[src/rtl/jtdd_dwnld_pkg.sv]
// Shared types and default memory-map constants for the download router.
package jtdd_dwnld_pkg;

  typedef enum logic [1:0] {
    ST_IDLE = 2'd0,
    ST_REQ  = 2'd1,
    ST_PROM = 2'd2
  } state_e;

  typedef enum logic [1:0] {
    RG_SDRAM = 2'd0,
    RG_PROM  = 2'd1,
    RG_DROP  = 2'd2
  } region_e;

  localparam int          DEF_AW         = 22;
  localparam logic [21:0] DEF_BA1_START  = 22'h030000;
  localparam logic [21:0] DEF_BA2_START  = 22'h060000;
  localparam logic [21:0] DEF_BA3_START  = 22'h0A0000;
  localparam logic [21:0] DEF_PROM_START = 22'h124000;

endpackage

[src/rtl/jtdd_dwnld_fifo.sv]
// Small synchronous FIFO; flush empties it but still stores a same-cycle push.
module jtdd_dwnld_fifo #(
  parameter int W  = 30,
  parameter int AW = 2
) (
  input  logic         clk,
  input  logic         rst,
  input  logic         flush_i,
  input  logic         push_i,
  input  logic [W-1:0] din_i,
  input  logic         pop_i,
  output logic [W-1:0] dout_o,
  output logic         full_o,
  output logic         empty_o
);
  localparam int DEPTH = 1 << AW;

  logic [W-1:0] mem_q [DEPTH];
  logic [AW:0]  wr_q, wr_d, rd_q, rd_d;
  logic         wr_en;
  logic [AW-1:0] wr_idx;

  assign empty_o = (wr_q == rd_q);
  assign full_o  = (wr_q[AW] != rd_q[AW]) && (wr_q[AW-1:0] == rd_q[AW-1:0]);
  assign dout_o  = mem_q[rd_q[AW-1:0]];

  assign wr_en  = push_i && (flush_i || !full_o);
  assign wr_idx = flush_i ? '0 : wr_q[AW-1:0];

  always_comb begin
    wr_d = wr_q;
    rd_d = rd_q;
    if (flush_i) begin
      rd_d = '0;
      wr_d = push_i ? (AW+1)'(1) : '0;
    end else begin
      if (wr_en) wr_d = wr_q + 1'b1;
      if (pop_i && !empty_o) rd_d = rd_q + 1'b1;
    end
  end

  always_ff @(posedge clk or posedge rst) begin
    if (rst) begin
      wr_q <= '0;
      rd_q <= '0;
    end else begin
      wr_q <= wr_d;
      rd_q <= rd_d;
    end
  end

  always_ff @(posedge clk) begin
    if (wr_en) mem_q[wr_idx] <= din_i;
  end

endmodule

[src/rtl/jtdd_dwnld_router.sv]
// Routes ioctl bytes to SDRAM banks (prog_we/prog_ack handshake) or PROM strobes.
// Handshake: prog_we_o is held with stable outputs until a cycle where prog_ack_i=1.
module jtdd_dwnld_router
  import jtdd_dwnld_pkg::*;
#(
  parameter int            AW         = DEF_AW,
  parameter logic [AW-1:0] BA1_START  = AW'(DEF_BA1_START),
  parameter logic [AW-1:0] BA2_START  = AW'(DEF_BA2_START),
  parameter logic [AW-1:0] BA3_START  = AW'(DEF_BA3_START),
  parameter logic [AW-1:0] PROM_START = AW'(DEF_PROM_START),
  parameter int            PROM_CNT   = 2,
  parameter int            PROM_AW    = 8,
  parameter logic [3:0]    SWAB       = 4'b0000,
  parameter int            FIFO_AW    = 2
) (
  input  logic                clk,
  input  logic                rst,
  input  logic                downloading_i,
  input  logic [AW-1:0]       ioctl_addr_i,
  input  logic [7:0]          ioctl_data_i,
  input  logic                ioctl_wr_i,
  output logic [AW-2:0]       prog_addr_o,
  output logic [1:0]          prog_ba_o,
  output logic [15:0]         prog_data_o,
  output logic [1:0]          prog_mask_o,
  output logic                prog_we_o,
  input  logic                prog_ack_i,
  output logic [PROM_CNT-1:0] prom_we_o,
  output logic [PROM_AW-1:0]  prom_addr_o,
  output logic [7:0]          prom_data_o,
  output logic                ovf_o,
  output logic                busy_o,
  output state_e              dbg_state_o
);
  localparam int FW = AW + 8;
  localparam int IW = AW - PROM_AW;

  state_e state_q, state_d;
  logic dl_q, rise, ovf_q, ovf_d;
  logic [FW-1:0] head;
  logic fifo_full, fifo_empty, pop;

  logic [AW-1:0] head_a, dec_off, dec_p;
  logic [7:0]    head_d;
  logic [1:0]    dec_ba;
  logic [IW-1:0] dec_idx;
  region_e       dec_rg;

  logic [AW-2:0]       prog_addr_q, prog_addr_d;
  logic [1:0]          prog_ba_q, prog_ba_d, prog_mask_q, prog_mask_d;
  logic [15:0]         prog_data_q, prog_data_d;
  logic [PROM_CNT-1:0] prom_sel_q, prom_sel_d;
  logic [PROM_AW-1:0]  prom_addr_q, prom_addr_d;
  logic [7:0]          prom_data_q, prom_data_d;

  assign rise = downloading_i & ~dl_q;

  jtdd_dwnld_fifo #(.W(FW), .AW(FIFO_AW)) u_fifo (
    .clk     (clk),
    .rst     (rst),
    .flush_i (rise),
    .push_i  (ioctl_wr_i),
    .din_i   ({ioctl_addr_i, ioctl_data_i}),
    .pop_i   (pop),
    .dout_o  (head),
    .full_o  (fifo_full),
    .empty_o (fifo_empty)
  );

  assign head_a  = head[FW-1:8];
  assign head_d  = head[7:0];
  assign dec_p   = head_a - PROM_START;
  assign dec_idx = dec_p[AW-1:PROM_AW];

  always_comb begin
    dec_ba  = 2'd0;
    dec_off = head_a;
    dec_rg  = RG_SDRAM;
    if (head_a < BA1_START) begin
      dec_ba = 2'd0;
    end else if (head_a < BA2_START) begin
      dec_ba  = 2'd1;
      dec_off = head_a - BA1_START;
    end else if (head_a < BA3_START) begin
      dec_ba  = 2'd2;
      dec_off = head_a - BA2_START;
    end else if (head_a < PROM_START) begin
      dec_ba  = 2'd3;
      dec_off = head_a - BA3_START;
    end else begin
      // Index keeps all upper bits so far-out addresses never alias onto a PROM.
      dec_rg = (dec_idx < IW'(PROM_CNT)) ? RG_PROM : RG_DROP;
    end
  end

  always_comb begin
    state_d     = state_q;
    pop         = 1'b0;
    prog_addr_d = prog_addr_q;
    prog_ba_d   = prog_ba_q;
    prog_data_d = prog_data_q;
    prog_mask_d = prog_mask_q;
    prom_sel_d  = prom_sel_q;
    prom_addr_d = prom_addr_q;
    prom_data_d = prom_data_q;
    case (state_q)
      ST_IDLE: begin
        if (!fifo_empty && !rise) begin
          pop = 1'b1;
          if (dec_rg == RG_SDRAM) begin
            state_d     = ST_REQ;
            prog_addr_d = dec_off[AW-1:1];
            prog_ba_d   = dec_ba;
            prog_data_d = {head_d, head_d};
            prog_mask_d = (dec_off[0] ^ SWAB[dec_ba]) ? 2'b10 : 2'b01;
          end else if (dec_rg == RG_PROM) begin
            state_d     = ST_PROM;
            prom_sel_d  = PROM_CNT'(1) << dec_idx;
            prom_addr_d = dec_p[PROM_AW-1:0];
            prom_data_d = head_d;
          end
        end
      end
      ST_REQ:  if (prog_ack_i) state_d = ST_IDLE;
      ST_PROM: state_d = ST_IDLE;
      default: state_d = ST_IDLE;
    endcase
  end

  assign ovf_d = rise ? 1'b0 : (ovf_q | (ioctl_wr_i & fifo_full));

  always_ff @(posedge clk or posedge rst) begin
    if (rst) begin
      state_q     <= ST_IDLE;
      dl_q        <= 1'b0;
      ovf_q       <= 1'b0;
      prog_addr_q <= '0;
      prog_ba_q   <= '0;
      prog_data_q <= '0;
      prog_mask_q <= '0;
      prom_sel_q  <= '0;
      prom_addr_q <= '0;
      prom_data_q <= '0;
    end else begin
      state_q     <= state_d;
      dl_q        <= downloading_i;
      ovf_q       <= ovf_d;
      prog_addr_q <= prog_addr_d;
      prog_ba_q   <= prog_ba_d;
      prog_data_q <= prog_data_d;
      prog_mask_q <= prog_mask_d;
      prom_sel_q  <= prom_sel_d;
      prom_addr_q <= prom_addr_d;
      prom_data_q <= prom_data_d;
    end
  end

  assign prog_addr_o = prog_addr_q;
  assign prog_ba_o   = prog_ba_q;
  assign prog_data_o = prog_data_q;
  assign prog_mask_o = prog_mask_q;
  assign prog_we_o   = (state_q == ST_REQ);
  assign prom_we_o   = (state_q == ST_PROM) ? prom_sel_q : '0;
  assign prom_addr_o = prom_addr_q;
  assign prom_data_o = prom_data_q;
  assign ovf_o       = ovf_q;
  assign busy_o      = downloading_i | ~fifo_empty | (state_q != ST_IDLE);
  assign dbg_state_o = state_q;

endmodule

[config.mk]
export PLATFORM = sky130hd
export DESIGN_NAME = jtdd_dwnld_router
export DESIGN_NICKNAME = d
export VERILOG_FILES = /design/src/rtl/jtdd_dwnld_pkg.sv /design/src/rtl/jtdd_dwnld_fifo.sv /design/src/rtl/jtdd_dwnld_router.sv
export SDC_FILE = /design/constraint.sdc
export NUM_CORES = 1
export LEC_CHECK = 0
export CAP_MARGIN = 20
export CORE_ASPECT_RATIO = 1.5
export CORE_MARGIN = 3
export CORE_UTILIZATION = 49
export CTS_CLUSTER_DIAMETER = 30
export DETAILED_ROUTE_END_ITERATION = 7
export GPL_TIMING_DRIVEN = 0
export PLACE_DENSITY = 0.75
export SLEW_MARGIN = 5
export SYNTH_ARGS = -nofsm -noshare
export SYNTH_HDL_FRONTEND = slang
export SYNTH_SLANG_ARGS = --single-unit
[constraint.sdc]
create_clock -name clk -period 3.53 [get_ports clk]
set_clock_uncertainty 0.1 [all_clocks]
set_input_delay 1.059 -clock clk [delete_from_list [all_inputs] [get_ports clk]]
set_output_delay 1.059 -clock clk [all_outputs]
set_load 0.005 [all_outputs]
==> impl_metrics.py <==
metrics = {
    "cts": {
        "cts_inserted_buffers": 17,
        "cts_buffer_depth": 2,
        "cts_tree": "yes",
        "clock-root-buffer": "clkbuf_16",
        "cts.sinks": 181,
        "clock_latency_ps": 420,
        "clk_pin_slew_ps": 70,
        "ctsHtreeMaxLevel": 4,
    },
    "logic_synthesis": {
        "synth_edf_count": 120,
        "synth_warnings": 0,
        "syn-num-nets": 450,
        "synth_top_area_cell": "edfxtp_1",
        "avgSynthCellArea_um2": 18.2,
        "synth_commonest_cells": "edfxtp_1, dfrtp_1, mux2_2",
        "synth-async-reset-ratio_pct": 33.7,
        "ys.flop_type": "edfxtp_1",
        "synth.top_cell.area_share_pct": 48.6,
        "ys_types": 56,
        "syn_inst": 408,
        "ys_seq_area_share_pct": 69.3,
        "synthTopCellsByArea": "edfxtp_1, dfrtp_1, mux4_2, mux2_2, mux2_4",
        "yosysMostFrequentCell": "edfxtp_1",
        "ys_ff_latch": 181,
        "syn_area_um2": 7410,
    },
    "routing": {
        "drtIter0Drc": 193,
        "drt_wl_total_mm": 15.6,
        "vias": 4136,
        "wire_per_inst_um": 20.9,
        "first_pass_iters": 4,
        "vias_per_cell": 5.56,
        "ant_nets": 0,
        "drc": 0,
    },
    "status": {
        "outcome": "completed",
    },
    "global_route": {
        "overflow": 0,
        "grt_max_degree": 38,
        "antenna_found_initial": 0,
        "grt_pass1_wl_mm": 25.0,
        "grtUsageTotal_pct": 20.1,
        "grt_pass1_vias": 4609,
    },
    "sta": {
        "rsz0062_at_grt": "false",
        "hold_viol_final": 0,
        "tightest_slew_ps": 1110,
        "period_share_pct": 97.4,
        "max_slew_margin_pct": 25.3,
        "drv_slew": 0,
        "period_needed_ps": 3440,
        "max_freq_mhz": 291,
        "setup_viol": 0,
        "fin_ws_ps": 92.5,
    },
    "floorplanning": {
        "die_h_um": 157,
        "rows": 54,
        "die_w_um": 106,
        "boundaryPins": 99,
        "core_um2": 14700,
        "die_area_um2": 16700,
        "start_util_pct": 50.5,
    },
    "final_layout": {
        "n_antenna_cell": 0,
        "stdcell_area_um2": 9440,
        "multiInputGateArea_um2": 2140,
        "fillCellCount": 1055,
        "fin_nets": 578,
        "seqCellArea_um2": 5130,
        "area_delta_synth_final_pct": 27.4,
        "drive_gt1_share_pct": 27.6,
    },
    "critical_path": {
        "worstSetupEndpoint": "busy_o",
        "worst_setup_path_end_kind": "primary output",
        "crit_path_start_kind": "input port",
        "timing.rr.end": "prog_addr_o[16]",
        "criticalPathCategory": "input port to primary output",
        "startpoint": "downloading_i",
        "r2r_slack_ps": 150,
        "rr_worst_depth": 10,
        "cp_data_required_time_ps": 2370,
        "r2r_start": "u_fifo.rd_q[0]",
        "cp_max_fo": 4,
        "cp.arrival_ps": 2280,
    },
    "hold_path": {
        "hp-class": "register to register",
    },
    "placement": {
        "io_buffers": 98,
        "placed_cell_area_um2": 8810,
        "dp_hpwl_mm": 10.8,
        "place_congestion": 0.896,
        "place_worst_setup_slack_ps": -795,
    },
    "flow_run": {
        "maxCapViolations": 0,
    },
    "power": {
        "leakage_nw": 3.44,
        "ir_drop_mv": 0.404,
        "power_density_nw_per_um2": 840,
        "p_total_mw": 7.92,
    },
}
==> what timing repair did <==
action | in CTS | in global routing
pin swaps | 3 | 3
setup endpoints to repair | 59 | 64
setup buffers | 4 | 1
hold buffers | 0 | 0
resized for setup | 7 | 8
==> sequential cells by signal, indices dropped and copies added (netlist names) <==
register      flops
prog_addr_o      21
u_fifo.mem_q    120
dbg_state_o       2
ovf_o             1
u_fifo.rd_q       3
prom_sel_q        2
dl_q              1
prog_data_o       8
prom_data_o       8
prog_mask_o       2
prog_ba_o         2
prom_addr_o       8
u_fifo.wr_q       3
==> worst max-delay path: stages <==
cell,delay (ps)
clkdlybuf4s50_1,460
nor2_1,120
nand4_1,130
clkdlybuf4s50_1,510
==> logic make-up after synthesis <==
| kind of cell | Yosys count | synth area share, % |
|---|---|---|
| XOR/XNOR | 8 | 0.946 |
| buffers and inverters | 33 | 2.82 |
| flip-flops | 181 | 69.3 |
| AND/OR/NAND/NOR | 53 | 4.12 |
| adder cells (fa/ha/maj) | 7 | 1.18 |
| AO/OA/AOI/OAI | 47 | 4.58 |
| multiplexers | 79 | 17.1 |
==> per-layer routing <==
layer	global-route usage, %	wire length [um]
met5	0	0
met4	8.27	353
met3	4.25	725
met2	36.2	8560
met1	23.4	5920
==> placed cells by master, fill, tap and decap left out, types with 3 or more instances in the layout <==
cell / n
nand4_1: 3
ha_1: 7
o21a_1: 3
o21ai_0: 12
buf_4: 14
nand2b_1: 3
a21oi_1: 4
clkbuf_1: 3
inv_1: 6
buf_8: 5
mux2_2: 35
xor2_1: 3
mux2i_1: 5
mux4_1: 4
nor2_4: 3
mux4_2: 25
xnor2_1: 5
edfxtp_1: 120
inv_6: 5
o311ai_0: 3
mux2_4: 10
clkbuf_16: 17
buf_6: 7
nor2_1: 12
inv_8: 3
dfrtp_1: 61
clkdlybuf4s50_1: 98
nand2_1: 11
o31ai_1: 4
==> worst min path at each step <==
| stage | from | end | depth (start not counted) |
|---|---|---|---|
| finish | prog_addr_o[19] | prog_addr_o[19] | 1 |
| global route | ovf_o | ovf_o | 1 |
| CTS | prog_addr_o[19] | prog_addr_o[19] | 1 |
| detailed placement | prog_addr_o[19] | prog_addr_o[19] | 1 |
| global placement | prog_addr_o[19] | prog_addr_o[19] | 1 |
| floorplan | prom_sel_q[1] | prom_sel_q[1] | 1 |
==> power by group <==
part           internal [mW]  total [mW]  switching (mW)
sequential              2.76        2.99           0.230
combinational           1.64        3.18            1.54
clock                  0.921        1.75           0.827
==> layout make-up <==
cell class,instances,area share (%)
flip-flops and latches,181,54.4
clock buffers,17,4.51
clock inverters,14,1.27
multi-input cells,194,22.7
well taps,196,2.60
repair buffers,110,12.3
inverters,8,0.318
plain buffers,24,1.98
==> per-stage QoR <==
step	setup TNS (ps)	hold WS [ps]	instances	utilization, %
after floorplan	-235	373	408	-
after global placement	-238830	375	702	59.0
after detailed placement	-55980	375	709	60.1
after CTS	0	393	744	64.2
after global routing	0	413	744	64.4
final	0	384	744	64.4
Power figures use the tool's default switching activity.
